==> src/rtl/wb_crc32.sv <==
// Wishbone slave CRC-32 accelerator: seed/init the CRC, stream bytes into DATA
// (one byte folded per clock), read the final value from RESULT.
module wb_crc32 #(
  parameter logic [31:0] POLY   = 32'hEDB88320,
  parameter logic [31:0] INIT   = 32'hFFFFFFFF,
  parameter logic [31:0] XOROUT = 32'hFFFFFFFF
) (
  input  logic        clk,
  input  logic        rst_n,
  input  logic        wb_cyc,
  input  logic        wb_stb,
  input  logic        wb_we,
  input  logic [31:0] wb_adr,
  input  logic [3:0]  wb_sel,
  input  logic [31:0] wb_dat_i,
  output logic [31:0] wb_dat_o,
  output logic        wb_ack,
  output logic        wb_stall,
  output logic        wb_err
);

  localparam logic [1:0] REG_CTRL   = 2'd0;
  localparam logic [1:0] REG_SEED   = 2'd1;
  localparam logic [1:0] REG_DATA   = 2'd2;
  localparam logic [1:0] REG_RESULT = 2'd3;

  typedef enum logic [1:0] {S_IDLE, S_BUSY, S_ACK} state_t;

  state_t      state_q, state_d;
  logic [1:0]  adr_q, adr_d;
  logic        we_q, we_d;
  logic [3:0]  sel_q, sel_d;
  logic [31:0] dat_q, dat_d;
  logic [31:0] crc_q, crc_d;
  logic [31:0] seed_q, seed_d;

  logic        req;
  logic [1:0]  lane;
  logic [3:0]  sel_left;
  logic [7:0]  fold_byte;
  logic [31:0] fold_out;
  logic        unused_adr;

  assign req        = wb_cyc & wb_stb;
  assign wb_err     = 1'b0;
  assign unused_adr = ^{wb_adr[31:4], wb_adr[1:0]};

  function automatic logic [31:0] crc_fold(input logic [31:0] crc, input logic [7:0] b);
    logic [31:0] c;
    c = crc ^ {24'h0, b};
    for (int k = 0; k < 8; k++) begin
      c = c[0] ? ((c >> 1) ^ POLY) : (c >> 1);
    end
    return c;
  endfunction

  // sel_q holds the lanes still to fold; the lowest remaining lane goes next.
  always_comb begin
    lane = 2'd0;
    for (int i = 3; i >= 0; i--) begin
      if (sel_q[i]) lane = 2'(i);
    end
  end

  assign sel_left  = sel_q & ~(4'b0001 << lane);
  assign fold_byte = dat_q[{lane, 3'b000} +: 8];
  assign fold_out  = crc_fold(crc_q, fold_byte);

  always_comb begin
    state_d  = state_q;
    adr_d    = adr_q;
    we_d     = we_q;
    sel_d    = sel_q;
    dat_d    = dat_q;
    crc_d    = crc_q;
    seed_d   = seed_q;
    wb_ack   = 1'b0;
    wb_stall = 1'b1;
    wb_dat_o = 32'h0;
    case (state_q)
      S_IDLE: begin
        wb_stall = 1'b0;
        if (req) begin
          adr_d   = wb_adr[3:2];
          we_d    = wb_we;
          sel_d   = wb_sel;
          dat_d   = wb_dat_i;
          state_d = (wb_we && wb_adr[3:2] == REG_DATA && wb_sel != 4'h0) ? S_BUSY : S_ACK;
        end
      end
      S_BUSY: begin
        crc_d = fold_out;
        sel_d = sel_left;
        if (sel_left == 4'h0) state_d = S_ACK;
      end
      S_ACK: begin
        wb_ack  = 1'b1;
        state_d = S_IDLE;
        sel_d   = 4'h0;
        if (we_q) begin
          case (adr_q)
            REG_CTRL: begin
              if (dat_q[1])      crc_d = INIT;
              else if (dat_q[0]) crc_d = seed_q;
            end
            REG_SEED: begin
              for (int i = 0; i < 4; i++) begin
                if (sel_q[i]) seed_d[8*i +: 8] = dat_q[8*i +: 8];
              end
            end
            default: ;
          endcase
        end else begin
          case (adr_q)
            REG_CTRL:   wb_dat_o = 32'h0;
            REG_SEED:   wb_dat_o = seed_q;
            REG_DATA:   wb_dat_o = crc_q;
            REG_RESULT: wb_dat_o = crc_q ^ XOROUT;
            default:    wb_dat_o = 32'h0;
          endcase
        end
      end
      default: state_d = S_IDLE;
    endcase
  end

  always_ff @(posedge clk or negedge rst_n) begin
    if (!rst_n) begin
      state_q <= S_IDLE;
      adr_q   <= 2'd0;
      we_q    <= 1'b0;
      sel_q   <= 4'h0;
      dat_q   <= 32'h0;
      crc_q   <= INIT;
      seed_q  <= INIT;
    end else begin
      state_q <= state_d;
      adr_q   <= adr_d;
      we_q    <= we_d;
      sel_q   <= sel_d;
      dat_q   <= dat_d;
      crc_q   <= crc_d;
      seed_q  <= seed_d;
    end
  end

endmodule
==> config.mk <==
export PLATFORM = sky130hd
export DESIGN_NAME = wb_crc32
export DESIGN_NICKNAME = d
export VERILOG_FILES = /design/src/rtl/wb_crc32.sv
export SDC_FILE = /design/constraint.sdc
export NUM_CORES = 1
export LEC_CHECK = 0
export CORE_UTILIZATION = 50
export CTS_CLUSTER_DIAMETER = 50
export DETAILED_ROUTE_END_ITERATION = 8
export GPL_TIMING_DRIVEN = 0
export PLACE_DENSITY = 0.76
export SYNTH_ARGS = -nofsm -noshare
export SYNTH_HDL_FRONTEND = slang
export SYNTH_SLANG_ARGS = --single-unit
==> constraint.sdc <==
create_clock -name clk -period 3.53 [get_ports clk]
set_input_delay 0.5295 -clock clk [delete_from_list [all_inputs] [get_ports clk]]
set_output_delay 0.5295 -clock clk [all_outputs]
set_load 0.1 [all_outputs]
==> flow_summary.yaml, run 1 <==
run_status:
  outcome: "finished, final reports clean"
floorplan:
  floorplan.initialDensity_pct: 52.31
  chipWidth_um: 115.0
  die_area_sq_mm: 0.01323
  floorplan.io_pins: 108
  placement_rows: 40
  core_area_sq_mm: 0.01221
  floorplan.die.height_um: 115.0
sta:
  fin_crit_sh_pct: 94.05
  report.final.setup_viol: 0
  drv_slew: 0
  max_slew.worst_pin.slew_ps: 972.5
  final.min_clock_period_ps: 3320
  rsz0062_at_grt: "no"
  final_hold_vios: 0
  clock-skew-final_ps: 7.397
  max_clock_freq_mhz: 301.2
  maxSlewHeadroom_pct: 34.96
critical_path:
  maximum_cell_stage_delay_along_the_critical_path_ps: 440
  cp_data_arrival_time_ps: 2790
  cp_cell_sequence: "inv_1 -> ha_2 -> inv_1 -> or3_1 -> clkbuf_1 -> clkbuf_4 -> nor2_4 -> buf_4"
  critPathTopFamily: "buffers and inverters"
  critical-path-top-cell-by-count: "sky130_fd_sc_hd__inv_1"
  cpMaxStageDelayCell: "sky130_fd_sc_hd__dfrtp_1"
  timing.critical_path.buf_inv: 5
  end_kind: "output pin"
  criticalPathCategory: "flop to output pin"
  critical_path_required_ps: 3000
  critPathLaunchType: "flop"
  critPathMaxFanout: 10
clock_network:
  clkTransAtPathRegs_ps: 70
  ctsLongestPathBuffers: 2
  clk-insertion-delay-late_ps: 360
  cts_tree: "yes"
  numClockSinks: 105
  postCtsSetupBuffers: 0
  cts_hold_buffers: 0
  ctsHtreeMaxLevel: 3
  cts_buffers: 9
  cts.root.buffer_cell: "sky130_fd_sc_hd__clkbuf_16"
global_routing:
  grt_pass1_vias: 5172
  grt_pass1_wl_um: 29530
  grt-ovfl-total: 0
  antenna_violations_before_repair: 0
  pin_count_of_the_biggest_net_entering_global_routing: 74
  global_route.usage.total_pct: 30.44
logic_synthesis:
  post_synth_inst_count: 610
  synthDistinctLibCells: 59
  postSynth.asyncResetShare_pct: 100.0
  syn-cell-area_sq_mm: 0.006387
  ys_warn_count: 0
  register_area_share_after_synthesis_pct: 42.39
  synth_ff_type: "sky130_fd_sc_hd__dfstp_2"
  synth_edf_count: 0
  mean_instance_size_in_the_synthesized_netlist_sq_um: 10.47
  ys_seq_elements: 105
  synth_nets: 687
layout:
  area_growth_syn_to_layout_pct: 23.15
  antenna_cell_count: 0
  fin_nets: 774
  drive_above_1_share_pct: 34.47
  num-fill-cells: 1021
  final_design_area_no_fill_sq_mm: 0.007866
place:
  buffer_ports.inserted: 76
  final_hpwl_dp_um: 14300
  post_dp_cell_area_sq_mm: 0.007616
  gp_routability_congestion: 0.9460
detailed_routing:
  starting_drc_count_in_detailed_routing: 412
  drt.antenna.violating_nets: 0
  firstDrtPassIters: 5
  post_drt_wl_per_cell_um: 21.78
  post-route-drc-count: 0
  route.vias.total: 5191
  post_drt_via_cell_ratio: 5.967
  totalWireLength_um: 18950
worst_hold_path:
  min-delay-path-class: "primary input to async pin"
run:
  cap_viol_max_count: 0
[layer usage]
metal	part of all wire [%]	global-route usage, %
met3	7.3	5.535
met5	0	0
met2	48	49.68
met4	2.4	9.264
met1	42	41.41
[logic make-up after synthesis]
group           share of synthesized area (%)
simple gates                            10.66
mux                                     11.97
other cells                           0.05871
fa+ha+maj                              0.9403
xor+xnor                                15.44
flops                                   42.39
buf+inv                                 3.389
compound gates                          15.16
[flip-flops by register name, summed over array words and instances (netlist names)]
| signal | cells |
|---|---|
| seed_q | 32 |
| sel_q | 4 |
| adr_q | 2 |
| crc_q | 32 |
| we_q | 1 |
| dat_q | 32 |
| state_q | 2 |
[cell usage after synthesis (all sizes together), types with 4 or more instances]
master  number  area share (%)
or3         14             1.4
nor4b        8             1.1
nor3         6            0.47
a21oi       23             1.8
nor2b       11             1.1
mux2        67              12
nor2        49             2.9
nand2       28             1.6
o22ai       15             1.5
clkbuf      32             1.9
dfrtp       41              16
o21ai       42             3.3
inv          7            0.41
ha           4            0.78
xor2        54             8.2
o31ai        6            0.78
dfstp       64              26
o211ai       5             1.2
nor3b        4            0.47
xnor2       47             6.9
a22oi       32             3.8
buf         12             1.1
[what timing repair did]
item / in CTS / in global routing
resized for setup: 192 / 0
gates cloned: 0 / 0
endpoints found under the setup margin: 32 / 32
[worst paths after layout]
path	cells past startpoint	slack, ps	startpoint	to
setup / recovery	8	210	state_q[0]	wb_dat_o[5]
hold / removal	1	110	rst_n	dat_q[10]
setup reg to reg	10	310	sel_q[2]	crc_q[19]
hold reg to reg	2	500	crc_q[29]	crc_q[29]
max in group asynchronous	2	2660	rst_n	crc_q[1]
min in group clk	2	500	crc_q[29]	crc_q[29]
[cells in the final DEF (no fill, tap or decap), types with 17 or more instances in the layout]
cell	netlist	layout
sky130_fd_sc_hd__xor2_1	47	47
sky130_fd_sc_hd__a21oi_1	23	23
sky130_fd_sc_hd__nor2_4	0	30
sky130_fd_sc_hd__xnor2_1	45	45
sky130_fd_sc_hd__buf_4	2	33
sky130_fd_sc_hd__mux2_2	67	67
sky130_fd_sc_hd__dfrtp_1	41	41
sky130_fd_sc_hd__a22oi_1	32	32
sky130_fd_sc_hd__clkdlybuf4s50_1	0	43
sky130_fd_sc_hd__dfstp_2	64	64
sky130_fd_sc_hd__clkbuf_1	32	29
sky130_fd_sc_hd__nand2_1	28	28
sky130_fd_sc_hd__o21ai_0	36	36
sky130_fd_sc_hd__nor2_1	49	17
[through the flow]
stage / std cells / TNS (ps) / hold slack [ps] / utilization, % / worst slack [ps]
floorplan: 610 / 0 / 233.9 / - / 7.905
global placement: 854 / -135970 / 478.9 / 62.16 / -1859
detailed placement: 855 / -21750 / 491.4 / 62.37 / -769.0
CTS: 871 / 0 / 123.3 / 64.45 / 1.773
global route: 870 / 0 / 140.6 / 64.42 / 84.76
finish: 870 / 0 / 112.8 / 64.42 / 210.0
[cell type report]
type,instances,area (sq um),area share [%]
plain buffers,43,197.7,2.513
repair buffers,77,713.2,9.066
inverters,7,26.28,0.3340
well taps,168,210.2,2.672
multi-input cells,454,3696,46.99
flip-flops and latches,105,2708,34.42
clock inverters,5,72.57,0.9225
clock buffers,11,242.7,3.086
Power of run 1 is not shown: default switching activity piles up to over one toggle a cycle in this logic, so the estimate is an artifact.
==> inputs of run 2 (changes only) <==
--- a/config.mk
+++ b/config.mk
@@ -9,7 +9,7 @@
 export CTS_CLUSTER_DIAMETER = 50
 export DETAILED_ROUTE_END_ITERATION = 8
 export GPL_TIMING_DRIVEN = 0
-export PLACE_DENSITY = 0.76
+export PLACE_DENSITY = 0.85
 export SYNTH_ARGS = -nofsm -noshare
 export SYNTH_HDL_FRONTEND = slang
 export SYNTH_SLANG_ARGS = --single-unit
==> run 2 against run 1 <==
Core utilization shrank 0.20 points. Worst setup slack gained 17 ps. Hold slack gained 110 ps.
==> flow_summary.yaml, run 2 (synthesized netlist as in run 1, its figures left out) <==
global_routing:
  grt_pass1_vias: 5222
  grt_pass1_wl_um: 29420
  grt-ovfl-total: 0
  global_route.usage.total_pct: 30.29
  pin_count_of_the_biggest_net_entering_global_routing: 58
  antenna_violations_before_repair: 0
sta:
  max_slew.worst_pin.slew_ps: 965.2
  clock-skew-final_ps: 12.79
  report.final.setup_viol: 0
  maxSlewHeadroom_pct: 35.45
  max_clock_freq_mhz: 302.8
  rsz0062_at_grt: "no"
  totalNegativeSetupSlack_ps: 0
  final_hold_vios: 0
  fin_hold_ws_ps: 223.2
  fin_crit_sh_pct: 93.57
  final.min_clock_period_ps: 3303
  drv_slew: 0
critical_path:
  critical_path_required_ps: 3000
  cp_data_arrival_time_ps: 2770
  critPathTopFamily: "buffers and inverters"
  rr_worst_depth: 10
  timing.critical_path.buf_inv: 5
  cp_cell_sequence: "inv_1 -> ha_2 -> inv_1 -> or3_1 -> clkbuf_1 -> clkbuf_4 -> nor2_4 -> buf_4"
  critical-path-top-cell-by-count: "sky130_fd_sc_hd__inv_1"
  end_kind: "output pin"
  timing.critical_path.depth: 8
  criticalPathCategory: "flop to output pin"
  cpMaxStageDelayCell: "sky130_fd_sc_hd__dfrtp_1"
  critPathMaxFanout: 10
  maximum_cell_stage_delay_along_the_critical_path_ps: 430
  critPathLaunchType: "flop"
place:
  post_dp_cell_area_sq_mm: 0.007616
  gp_routability_congestion: 0.9373
  place.detailed.instances: 855
  buffer_ports.inserted: 76
  final_hpwl_dp_um: 14400
clock_network:
  ctsLongestPathBuffers: 2
  postCtsSetupBuffers: 0
  cts_buffers: 9
  numClockSinks: 105
  ctsHtreeMaxLevel: 3
  clk-insertion-delay-late_ps: 360
  cts_tree: "yes"
  clkTransAtPathRegs_ps: 70
  cts.root.buffer_cell: "sky130_fd_sc_hd__clkbuf_16"
layout:
  commonest_cells_after_routing_fill_and_taps_aside: "sky130_fd_sc_hd__mux2_2, sky130_fd_sc_hd__dfstp_2, sky130_fd_sc_hd__xor2_1, sky130_fd_sc_hd__xnor2_1, sky130_fd_sc_hd__clkdlybuf4s50_1"
  area_growth_syn_to_layout_pct: 22.76
  final_design_area_no_fill_sq_mm: 0.007841
  layout.cells.most_common: "sky130_fd_sc_hd__mux2_2"
  top_regs: "crc_q x32, dat_q x32, seed_q x32"
  fin_nets: 774
  antenna_cell_count: 0
  final-instance-count-excl-fill: 870
  drive_above_1_share_pct: 34.62
floorplan:
  floorplan.initialDensity_pct: 52.31
  placement_rows: 40
  floorplan.io_pins: 108
  chipWidth_um: 115.0
  floorplan.die.height_um: 115.0
  die_area_sq_mm: 0.01323
  core_area_sq_mm: 0.01221
detailed_routing:
  post_drt_wl_per_cell_um: 22.03
  totalWireLength_um: 19160
  drt.antenna.violating_nets: 0
  starting_drc_count_in_detailed_routing: 347
  firstDrtPassIters: 5
  route.vias.total: 5303
  post_drt_via_cell_ratio: 6.095
  post-route-drc-count: 0
worst_hold_path:
  min-delay-path-class: "primary input to async pin"
run_status:
  outcome: "finished, final reports clean"
run:
  cap_viol_max_count: 0
[run 2: cell type report]
cell class	count	area, sq um
Buffer	43	197.7
Clock buffer	10	239.0
Clock inverter	6	51.30
Fill cell	1018	4370
Inverter	7	26.28
Multi-Input combinational cell	454	3696
Sequential cell	105	2708
Tap cell	168	210.2
Timing Repair Buffer	77	713.2
[run 2: path summary, 6_finish.rpt]
check	startpoint	endpoint	slack (ps)
max	state_q[0]	wb_dat_o[8]	230
min	rst_n	dat_q[12]	220
max reg2reg	sel_q[2]	crc_q[24]	430
min reg2reg	crc_q[28]	crc_q[28]	490
max in group asynchronous	rst_n	seed_q[14]	2580
min in group clk	crc_q[28]	crc_q[28]	490
[run 2: per-stage QoR]
step,setup slack [ps],utilization [%]
floorplan,7.905,-
detailed placement,-747.5,62.37
global route,115.6,64.21
finish,227.0,64.21
CTS,19.98,64.24
global placement,-1767,62.16
[run 2: what timing repair did]
action,4_1_cts,5_1_grt
endpoints found under the hold margin,0,0
endpoints found under the setup margin,32,32
hold buffers,0,0
resized for setup,192,0
[run 2: per-layer routing]
metal	vias up	routed length (um)	share of wire, %	track usage [%]
li1	2350	-	-	-
met4	0	492	2.6	12.55
met3	35	1406	7.3	4.428
met2	269	9331	49	49.92
met5	-	0	0	0
met1	2649	7934	41	40.17
Power of run 2 is left out for the same reason.
==> inputs of run 3 (changes only) <==
--- a/config.mk
+++ b/config.mk
@@ -10,6 +10,7 @@
 export DETAILED_ROUTE_END_ITERATION = 8
 export GPL_TIMING_DRIVEN = 0
 export PLACE_DENSITY = 0.85
+export REMOVE_ABC_BUFFERS = 1
 export SYNTH_ARGS = -nofsm -noshare
 export SYNTH_HDL_FRONTEND = slang
 export SYNTH_SLANG_ARGS = --single-unit
==> run 3 against run 2 <==
Non-clock buffer count down 39. Clock skew down 6.7 ps. Sequential share of layout area up 1.4 points. Flip-flop and latch count unchanged. Core utilization down 2.4 points. Hold slack worse by 59 ps. Routed wire length down 14%. Critical path depth down 2. Die area unchanged. Cell count down 4.5%. Register-to-register slack worse by 220 ps. Via count down 5.7%.
==> flow_summary.yaml, run 3 (synthesized netlist as in run 1, its figures left out) <==
run_status:
  outcome: "finished, final reports clean"
global_routing:
  grt_pass1_vias: 5206
  grt-ovfl-total: 0
  pin_count_of_the_biggest_net_entering_global_routing: 65
  grt_pass1_wl_um: 26720
  global_route.usage.total_pct: 26.48
  antenna_violations_before_repair: 0
layout:
  top_regs: "crc_q x32, dat_q x32, seed_q x32"
  drive_above_1_share_pct: 31.52
  antenna_cell_count: 0
  layout.cells.most_common: "sky130_fd_sc_hd__mux2_2"
  area_growth_syn_to_layout_pct: 18.10
  fin_nets: 735
  commonest_cells_after_routing_fill_and_taps_aside: "sky130_fd_sc_hd__mux2_2, sky130_fd_sc_hd__dfstp_2, sky130_fd_sc_hd__nor2_1, sky130_fd_sc_hd__xor2_1, sky130_fd_sc_hd__xnor2_1"
  final-instance-count-excl-fill: 831
floorplan:
  core_area_sq_mm: 0.01221
  floorplan.die.height_um: 115.0
  die_area_sq_mm: 0.01323
  floorplan.io_pins: 108
  floorplan.initialDensity_pct: 52.31
  placement_rows: 40
  chipWidth_um: 115.0
clock_network:
  numClockSinks: 105
  cts_hold_buffers: 0
  ctsLongestPathBuffers: 2
  clkTransAtPathRegs_ps: 70
  postCtsSetupBuffers: 0
  ctsHtreeMaxLevel: 3
  cts.root.buffer_cell: "sky130_fd_sc_hd__clkbuf_16"
  cts_tree: "yes"
  cts_buffers: 9
  clk-insertion-delay-late_ps: 360
critical_path:
  rr_worst_depth: 8
  critical_path_required_ps: 3000
  cp_cell_sequence: "inv_1 -> ha_4 -> inv_1 -> or3_4 -> nor2_1 -> clkdlybuf4s18_2"
  cpMaxStageDelayCell: "sky130_fd_sc_hd__or3_4"
  timing.critical_path.buf_inv: 3
  end_kind: "output pin"
  critPathLaunchType: "flop"
  critPathTopFamily: "buffers and inverters"
  criticalPathCategory: "flop to output pin"
  maximum_cell_stage_delay_along_the_critical_path_ps: 610
  critical-path-top-cell-by-count: "sky130_fd_sc_hd__inv_1"
  timing.critical_path.depth: 6
  cp_data_arrival_time_ps: 2930
  critPathMaxFanout: 32
sta:
  max_clock_freq_mhz: 289.3
  rsz0062_at_grt: "no"
  fin_hold_ws_ps: 163.8
  clock-skew-final_ps: 6.054
  fin_crit_sh_pct: 97.94
  drv_slew: 0
  report.final.setup_viol: 0
  final_hold_vios: 0
  max_slew.worst_pin.slew_ps: 1211
  final.min_clock_period_ps: 3457
  maxSlewHeadroom_pct: 19.29
  final_setup_slack_of_the_worst_path_ps: 72.89
detailed_routing:
  route.vias.total: 5002
  post_drt_wl_per_cell_um: 19.75
  firstDrtPassIters: 5
  drt.antenna.violating_nets: 0
  totalWireLength_um: 16410
  post_drt_via_cell_ratio: 6.019
  starting_drc_count_in_detailed_routing: 504
  post-route-drc-count: 0
place:
  final_hpwl_dp_um: 10930
  detailedPlace.worstSlack_ps: -1119
  place.detailed.instances: 815
  gp_routability_congestion: 0.8368
  buffer_ports.inserted: 76
run:
  cap_viol_max_count: 0
worst_hold_path:
  min-delay-path-class: "primary input to async pin"
==> run 3: cell types whose count changed in the layout (fill, tap and decap cells not counted), moves of 2 or more <==
cell                              change
sky130_fd_sc_hd__clkinvlp_4           +2
sky130_fd_sc_hd__nor2_4              -30
sky130_fd_sc_hd__buf_4               -32
sky130_fd_sc_hd__nor2_1              +31
sky130_fd_sc_hd__clkinv_4             -3
sky130_fd_sc_hd__clkdlybuf4s15_2      +8
sky130_fd_sc_hd__clkbuf_1            -27
sky130_fd_sc_hd__dfrtp_2              +5
sky130_fd_sc_hd__dfrtp_1              -5
sky130_fd_sc_hd__clkinv_2             +3
sky130_fd_sc_hd__buf_16               +4
sky130_fd_sc_hd__clkbuf_4             -3
sky130_fd_sc_hd__buf_2                +7
sky130_fd_sc_hd__clkdlybuf4s18_2      +7
==> run 3: what timing repair did <==
action / CTS / global route
resized for setup: 126 / 16
setup endpoints to repair: 34 / 24
pin swaps: 0 / 0
hold endpoints to repair: 0 / 0
==> run 3: layout make-up <==
class / instances / area [sq um]
clock buffer: 10 / 229.0
clock inverter: 6 / 35.03
fill: 1026 / 4668
inverter: 7 / 26.28
multi-input combinational: 454 / 3496
sequential: 105 / 2714
tap: 168 / 210.2
timing repair buffer: 81 / 833.3
==> run 3: final timing paths <==
| path | startpoint | end | slack [ps] |
|---|---|---|---|
| worst max-delay path | state_q[0] | wb_dat_o[27] | 70 |
| worst max register to register | sel_q[3] | crc_q[20] | 210 |
| min in group clk | crc_q[29] | crc_q[29] | 490 |
| worst min-delay path | rst_n | dat_q[7] | 160 |
| worst min register to register | crc_q[29] | crc_q[29] | 490 |
| max in group asynchronous | rst_n | seed_q[13] | 2620 |
==> run 3: through the flow <==
| step | TNS, ps | utilization (%) | area, sq um |
|---|---|---|---|
| 2_1_floorplan | -41300 | - | 6197 |
| 3_3_place_gp | -254870 | 58.70 | 7168 |
| 3_5_place_dp | -34610 | 59.90 | 7315 |
| 4_1_cts | 0 | 62.09 | 7582 |
| 5_1_grt | 0 | 61.77 | 7543 |
| 6_report | 0 | 61.77 | 7543 |
==> run 3: routing by layer <==
metal / share of wire (%) / routed length, um / up-vias / track usage, %
met5: 0 / 0 / - / 0
met1: 41 / 6787 / 2491 / 34.51
met3: 7.6 / 1244 / 30 / 6.062
li1: - / - / 2256 / -
met2: 49 / 8073 / 225 / 43.69
met4: 1.9 / 308 / 0 / 8.745
Power of run 3 is left out for the same reason.
